<file path="config.mk">
export PLATFORM = sky130hd
export DESIGN_NAME = mole_scheduler
export DESIGN_NICKNAME = d
export VERILOG_FILES = /design/src/rtl/wam_pkg.sv /design/src/rtl/mole_lfsr.sv /design/src/rtl/mole_scheduler.sv
export SDC_FILE = /design/constraint.sdc
export NUM_CORES = 1
export LEC_CHECK = 0
export ABC_AREA = 1
export CAP_MARGIN = 40
export CELL_PAD_IN_SITES_DETAIL_PLACEMENT = 0
export CELL_PAD_IN_SITES_GLOBAL_PLACEMENT = 2
export CORE_MARGIN = 2
export CORE_UTILIZATION = 37
export CTS_CLUSTER_DIAMETER = 40
export DETAILED_ROUTE_END_ITERATION = 7
export PLACE_DENSITY_LB_ADDON = 0.1
export SYNTH_ARGS = -nofsm -noshare
export SYNTH_HDL_FRONTEND = slang
export SYNTH_SLANG_ARGS = --single-unit
</file>
<file path="constraint.sdc">
create_clock -name clk -period 6.45 [get_ports clk]
set_clock_uncertainty 0.15 [all_clocks]
set_input_delay 1.6125 -clock clk [delete_from_list [all_inputs] [get_ports clk]]
set_output_delay 1.6125 -clock clk [all_outputs]
set_load 0.02 [all_outputs]
</file>
<file path="src/rtl/wam_pkg.sv">
// Shared types and constants for the whack-a-mole sequencer.
// Holds the FSM state encoding, board geometry, LFSR taps and a saturating increment helper.
package wam_pkg;

  localparam int NUM_HOLES = 9;
  localparam int KEY_W     = 4;
  localparam int SCORE_W   = 8;
  localparam int LFSR_W    = 8;

  // x^8 + x^6 + x^5 + x^4 + 1 in shift-left form: feedback from bits 7,5,4,3
  localparam logic [LFSR_W-1:0] LFSR_TAPS = 8'hB8;

  typedef enum logic [2:0] {IDLE, PICK, UP, GAP, DONE} state_t;

  function automatic logic [SCORE_W-1:0] sat_inc(input logic [SCORE_W-1:0] v);
    return (v == {SCORE_W{1'b1}}) ? v : v + 1'b1;
  endfunction

endpackage

</file>
<file path="src/rtl/mole_lfsr.sv">
// 8-bit Fibonacci LFSR used to pick the next mole hole.
// Shifts left with XOR feedback on every enabled cycle and reloads SEED on reset.
module mole_lfsr
  import wam_pkg::*;
#(
  parameter logic [LFSR_W-1:0] SEED = 8'hA5
) (
  input  logic              clk,
  input  logic              reset,
  input  logic              en,
  output logic [LFSR_W-1:0] lfsr
);

  logic [LFSR_W-1:0] lfsr_reg;
  logic [LFSR_W-1:0] lfsr_next;
  logic              feedback;

  always_comb begin
    feedback  = ^(lfsr_reg & LFSR_TAPS);
    lfsr_next = en ? {lfsr_reg[LFSR_W-2:0], feedback} : lfsr_reg;
  end

  always_ff @(posedge clk or negedge reset) begin
    if (!reset) lfsr_reg <= SEED;
    else        lfsr_reg <= lfsr_next;
  end

  assign lfsr = lfsr_reg;

endmodule

</file>
<file path="src/rtl/mole_scheduler.sv">
// Whack-a-mole round sequencer: picks holes, times the up/gap windows,
// scores key events against the active hole and counts misses.
module mole_scheduler
  import wam_pkg::*;
#(
  parameter int                TICK_DIV    = 50000,
  parameter int                UP_TIME_MS  = 1000,
  parameter int                GAP_TIME_MS = 300,
  parameter int                ROUND_MOLES = 20,
  parameter logic [LFSR_W-1:0] LFSR_SEED   = 8'hA5
) (
  input  logic                 clk,
  input  logic                 reset,
  input  logic                 start,
  input  logic                 valid_key,
  input  logic [KEY_W-1:0]     key,
  output logic [NUM_HOLES-1:0] mole_mask,
  output logic [KEY_W-1:0]     mole_pos,
  output logic [SCORE_W-1:0]   score,
  output logic [SCORE_W-1:0]   misses,
  output logic                 busy,
  output logic                 hit_pulse,
  output logic                 round_done
);

  localparam int PRESC_W    = (TICK_DIV > 1) ? $clog2(TICK_DIV) : 1;
  localparam int MS_MAX     = (UP_TIME_MS > GAP_TIME_MS) ? UP_TIME_MS : GAP_TIME_MS;
  localparam int MS_W       = $clog2(MS_MAX + 1);
  localparam int CNT_W      = $clog2(ROUND_MOLES + 1);
  localparam int PICK_TRIES = 8;

  state_t               state_reg, state_next;
  logic [PRESC_W-1:0]   presc_reg, presc_next;
  logic [MS_W-1:0]      ms_reg, ms_next;
  logic [3:0]           pick_cnt_reg, pick_cnt_next;
  logic [CNT_W-1:0]     mole_cnt_reg, mole_cnt_next;
  logic [KEY_W-1:0]     mole_pos_reg, mole_pos_next;
  logic [SCORE_W-1:0]   score_reg, score_next;
  logic [SCORE_W-1:0]   misses_reg, misses_next;
  logic [NUM_HOLES-1:0] mole_mask_reg, mole_mask_next;
  logic [NUM_HOLES-1:0] pos_onehot;
  logic                 busy_reg, busy_next;
  logic                 hit_reg, hit_next;
  logic                 done_reg, done_next;
  logic                 valid_key_reg;

  logic [LFSR_W-1:0]    lfsr;
  logic                 lfsr_hi_unused;
  logic [KEY_W-1:0]     cand;
  logic [KEY_W-1:0]     pos_inc;
  logic                 key_event, hit, wrong;
  logic                 tick_wrap, timer_done, cand_ok, pick_force, entering_timed;

  mole_lfsr #(.SEED(LFSR_SEED)) u_lfsr (
    .clk   (clk),
    .reset (reset),
    .en    (1'b1),
    .lfsr  (lfsr)
  );

  assign lfsr_hi_unused = ^lfsr[LFSR_W-1:KEY_W];
  assign cand           = lfsr[KEY_W-1:0];
  assign cand_ok        = (cand < KEY_W'(NUM_HOLES)) && (cand != mole_pos_reg);
  assign pick_force     = (pick_cnt_reg == 4'(PICK_TRIES));
  assign pos_inc        = (mole_pos_reg == KEY_W'(NUM_HOLES - 1)) ? '0 : mole_pos_reg + 1'b1;

  // Only a fresh press of an on-board key while the mole is up counts.
  assign key_event = valid_key && !valid_key_reg && (key < KEY_W'(NUM_HOLES)) && (state_reg == UP);
  assign hit       = key_event && (key == mole_pos_reg);
  assign wrong     = key_event && !hit;

  assign tick_wrap  = (presc_reg == PRESC_W'(TICK_DIV - 1));
  assign timer_done = tick_wrap &&
                      (((state_reg == UP)  && (ms_reg == MS_W'(UP_TIME_MS - 1))) ||
                       ((state_reg == GAP) && (ms_reg == MS_W'(GAP_TIME_MS - 1))));

  always_ff @(posedge clk or negedge reset) begin
    if (!reset) state_reg <= IDLE;
    else        state_reg <= state_next;
  end

  always_comb begin
    state_next = state_reg;
    case (state_reg)
      IDLE: if (start) state_next = PICK;
      PICK: if (cand_ok || pick_force) state_next = UP;
      UP:   if (hit || timer_done) state_next = GAP;
      GAP:  if (timer_done)
              state_next = (mole_cnt_reg == CNT_W'(ROUND_MOLES - 1)) ? DONE : PICK;
      DONE: state_next = IDLE;
      default: state_next = IDLE;
    endcase
  end

  always_comb begin
    mole_pos_next = mole_pos_reg;
    if (state_reg == PICK) begin
      if (cand_ok)         mole_pos_next = cand;
      else if (pick_force) mole_pos_next = pos_inc;
    end
  end

  genvar gi;
  generate
    for (gi = 0; gi < NUM_HOLES; gi++) begin : g_onehot
      assign pos_onehot[gi] = (mole_pos_next == KEY_W'(gi));
    end
  endgenerate

  assign entering_timed = (state_next != state_reg) && ((state_next == UP) || (state_next == GAP));

  always_comb begin
    presc_next     = presc_reg;
    ms_next        = ms_reg;
    pick_cnt_next  = '0;
    mole_cnt_next  = mole_cnt_reg;
    score_next     = score_reg;
    misses_next    = misses_reg;
    mole_mask_next = (state_next == UP) ? pos_onehot : '0;
    busy_next      = (state_next != IDLE);
    hit_next       = hit;
    done_next      = (state_next == DONE);

    if (entering_timed) begin
      presc_next = '0;
      ms_next    = '0;
    end else if ((state_reg == UP) || (state_reg == GAP)) begin
      if (tick_wrap) begin
        presc_next = '0;
        ms_next    = ms_reg + 1'b1;
      end else begin
        presc_next = presc_reg + 1'b1;
      end
    end

    case (state_reg)
      IDLE: if (start) begin
        score_next    = '0;
        misses_next   = '0;
        mole_cnt_next = '0;
      end
      PICK: if (state_next == PICK) pick_cnt_next = pick_cnt_reg + 1'b1;
      // A hit on the expiry cycle takes priority over the timeout miss.
      UP: begin
        if (hit)                       score_next  = sat_inc(score_reg);
        else if (wrong || timer_done)  misses_next = sat_inc(misses_reg);
      end
      GAP: if (timer_done) mole_cnt_next = mole_cnt_reg + 1'b1;
      default: ;
    endcase
  end

  always_ff @(posedge clk or negedge reset) begin
    if (!reset) begin
      presc_reg     <= '0;
      ms_reg        <= '0;
      pick_cnt_reg  <= '0;
      mole_cnt_reg  <= '0;
      mole_pos_reg  <= '0;
      score_reg     <= '0;
      misses_reg    <= '0;
      mole_mask_reg <= '0;
      busy_reg      <= 1'b0;
      hit_reg       <= 1'b0;
      done_reg      <= 1'b0;
      valid_key_reg <= 1'b0;
    end else begin
      presc_reg     <= presc_next;
      ms_reg        <= ms_next;
      pick_cnt_reg  <= pick_cnt_next;
      mole_cnt_reg  <= mole_cnt_next;
      mole_pos_reg  <= mole_pos_next;
      score_reg     <= score_next;
      misses_reg    <= misses_next;
      mole_mask_reg <= mole_mask_next;
      busy_reg      <= busy_next;
      hit_reg       <= hit_next;
      done_reg      <= done_next;
      valid_key_reg <= valid_key;
    end
  end

  assign mole_mask  = mole_mask_reg;
  assign mole_pos   = mole_pos_reg;
  assign score      = score_reg;
  assign misses     = misses_reg;
  assign busy       = busy_reg;
  assign hit_pulse  = hit_reg;
  assign round_done = done_reg;

endmodule

</file>
==> impl_results.md <==
- Initial Util: roughly two fifths
- Distinct cells, synth: 38
- Worst Path Required: 6560 ps
- Die height: approximately 110 um
- Worst EP arrival: a little over 4000 ps
- Worst Hold Slack: between 200 and 250 ps
- Die Wd: 113.0 um
- Delay-heaviest family, CP: simple AND/OR/NAND/NOR gates
- Worst-Skew Late Latency: 340 ps
- Worst Slack Setup Final: 2458 ps
- Rows: 39
- Final #Nets: 598
- Max Freq: 250.5 MHz
- Post-synthesis async set-or-reset flop share: 100.0%
- GR Layer Usage met1: between 20 and 25%
- Peak VDD IR: around 0.23 mV
- Outcome: finished, violations left
- Crit path buf inv count: 1
- Setup bufs post-CTS: 0
- Core Area: 0.01152 mm^2
- Vias in the first global route: 3732
- Antenna Nets Post-Route: 0
- DIE AREA: 0.01277 mm^2
- Synth Flop Type: dfrtp_1
- Hold Crit Class: reg -> reg
- Multi-input gate area: 0.002059 mm^2
- Critical path's slowest cell: nand2_2
- Root Buffer: clkbuf_16
- Final Critical Period: 3992 ps
- Post_cts resized: 0
- PwrDens: roughly 260 mW/mm^2
- Seq. cell area: slightly below 0.002 mm^2
- Post-Syn Nets: 557
- Setup crit start kind: input pin
- Worst setup path category: in -> reg
- # DRC: 2
- Hold_buf cts: 0
- DR iter-0 viols: 154
- H-tree Lvls: 3
- Final period util: roughly 62%
- Static Leak: 2.473 nW
- GRT busiest layer: met2
- WHS Path Cells: 0
- Final WL: 10450 um
- Met3 usage: around 4.7%
- N_diodes: 0
- RSZ-0062 raised after global routing: no
- Area share of the largest cell type after synthesis: 42.70%
- Via count: ~3700
- Clock Path Buffers: 2
- WP depth: 13
- Final std cells w/o fill: 729
- Top-count cell post-synth: nand2_1
- CP cell instances: clkdlybuf4s50_1, nor2_1, a21oi_1, nor2_1, nand2_1, nand2_1, nand2_1, nand3_2, nand2_1, nand3_1, nand2_2, nand2_2, o21ai_2
- Post-synth top cells: 92 x nand2_1, 75 x dfrtp_1, 72 x inv_1
- Syn Inst Count: between 500 and 600
- Post-synth top area cell: dfrtp_1
- Total power: 1.344 mW
- Syn. warnings: 0
- Fin util: 45.75%
- Synthesis-to-finish area growth: 19.87%
- Num CTS Buffers: 9
- Clock transition at path regs: 60 ps
- EDFF count, synth: 0
- Routed len/inst: 14.33 um
- Remaining Overflow, GRT: 0
- Post-synthesis sequential area ratio: 45.09%
- Port bufs: 39
- Design area: 0.005269 mm^2
- Avg Inst Size Synth: 8.140 um^2
- CTS tree: done
- Layout cells sized above 1: 9.044%
- Setup crit end kind: flop
- GRT Overall Usage: 17.91%
- # clock sinks: about 80
- Most frequent CP cell: nand2_1
- Final Hold Viols: 0
- Pre-CTS setup slack: roughly 2100 ps
- MaxCap Viol Count: 0
- Cells after DPL: 713
- Area after DPL: 0.004936 mm^2
- First-pass detailed-route iteration total: 6
- Slew HR: 48.54%
- Vias per cell: between 5 and 6
- Initial antenna violation count: 0
- Top cells by area, synth: dfrtp_1 43%, nand2_1 7.9%, inv_1 6.1%, nand3_1 6.0%, nor2_1 5.6%
- Violated checks: DRC
- Post-synthesis register bit count: 79
- Fillers: 1158
- Ports: 40
- Met2 Resource Use GR: 27.39%
- DP Wirelength: 7284 um
- R2R depth: 14
- Worst stage delay on the critical path: 580 ps
- CP max FO: 41
- Final Wtd Congestion: 0.8148
- Final Max Slew Viols: 0
- Worst slew pin tran: 769.1 ps
- Sum Neg Setup Slack: 0 ps
- Largest register FFs: 16
- First-pass GRT wire length: 18250 um
- Setup Viol. Count Final: 0
- Post-Syn Area: 0.004395 mm^2
- Largest net degree at the start of global routing: 46
## cells by family after synthesis
| family | count (synthesis) | synth area share (%) |
|---|---|---|
| buf+inv | 88 | 8.056 |
| flops | 79 | 45.09 |
| fa+ha+maj | 9 | 2.562 |
| simple gates | 270 | 28.67 |
| xor+xnor | 34 | 6.775 |
| compound gates | 60 | 8.853 |
## path summary, 6_finish.rpt
check                           slack (ps)                startpoint                   endpoint
worst max-delay path                  2460                    key[2]  presc_reg[12]$_DFFE_PN0P_
worst min-delay path                   200  u_lfsr.lfsr[6]$_DFF_PN0_   u_lfsr.lfsr[7]$_DFF_PN1_
worst max register to register        3120    state_reg[1]$_DFF_PN0_  presc_reg[12]$_DFFE_PN0P_
worst min register to register         200  u_lfsr.lfsr[6]$_DFF_PN0_   u_lfsr.lfsr[7]$_DFF_PN1_
min in group asynchronous             1080                     reset      ms_reg[4]$_DFFE_PN0P_
max in group asynchronous             4420                     reset   u_lfsr.lfsr[2]$_DFF_PN1_
## power breakdown
| part | internal (mW) | switching [mW] |
|---|---|---|
| clock network | 0.359 | 0.209 |
| registers | 0.529 | 0.0358 |
| logic | 0.0817 | 0.129 |
## area by class of cell
type	instances	area share (%)
Multi-Input combinational cell	373	39.09
Sequential cell	79	37.62
Timing Repair Buffer	42	8.169
Inverter	76	5.414
Clock buffer	11	4.797
Tap cell	143	3.396
Clock inverter	5	1.520
## per-layer routing
metal  part of all wire [%]  up-vias
met2                     45       63
met4                    1.6        0
met1                     49     1757
li1                       -     1852
met5                      0        -
met3                    4.1       12
## layout by cell type (no fill, tap or decap), types with 5 or more instances in the layout
cell type	instances
o21ai_2	11
a21oi_1	13
clkdlybuf4s50_1	38
nand3_1	53
ha_1	9
nand2_2	6
dfrtp_1	75
nand3b_1	5
inv_1	72
xor2_1	27
nand4_1	21
o21ai_0	15
nor3_1	14
nand2_1	92
o211ai_1	11
clkbuf_16	9
xnor2_1	7
nor2_1	66
## worst register-to-register path, stage by stage (launching register included)
cell and delay (ps):
dfrtp_1 460, inv_2 110, nor2_8 350, nand2_2 180, nor2_1 140, nand2_1 70
nand2_2 100, nand3_2 90, nand2_1 120, nand3_2 100, nand2_1 70, nand3_1 80
nand2_2 580, nand2_2 420, o21ai_2 230
Note: power is estimated with default switching activity, not from simulation.
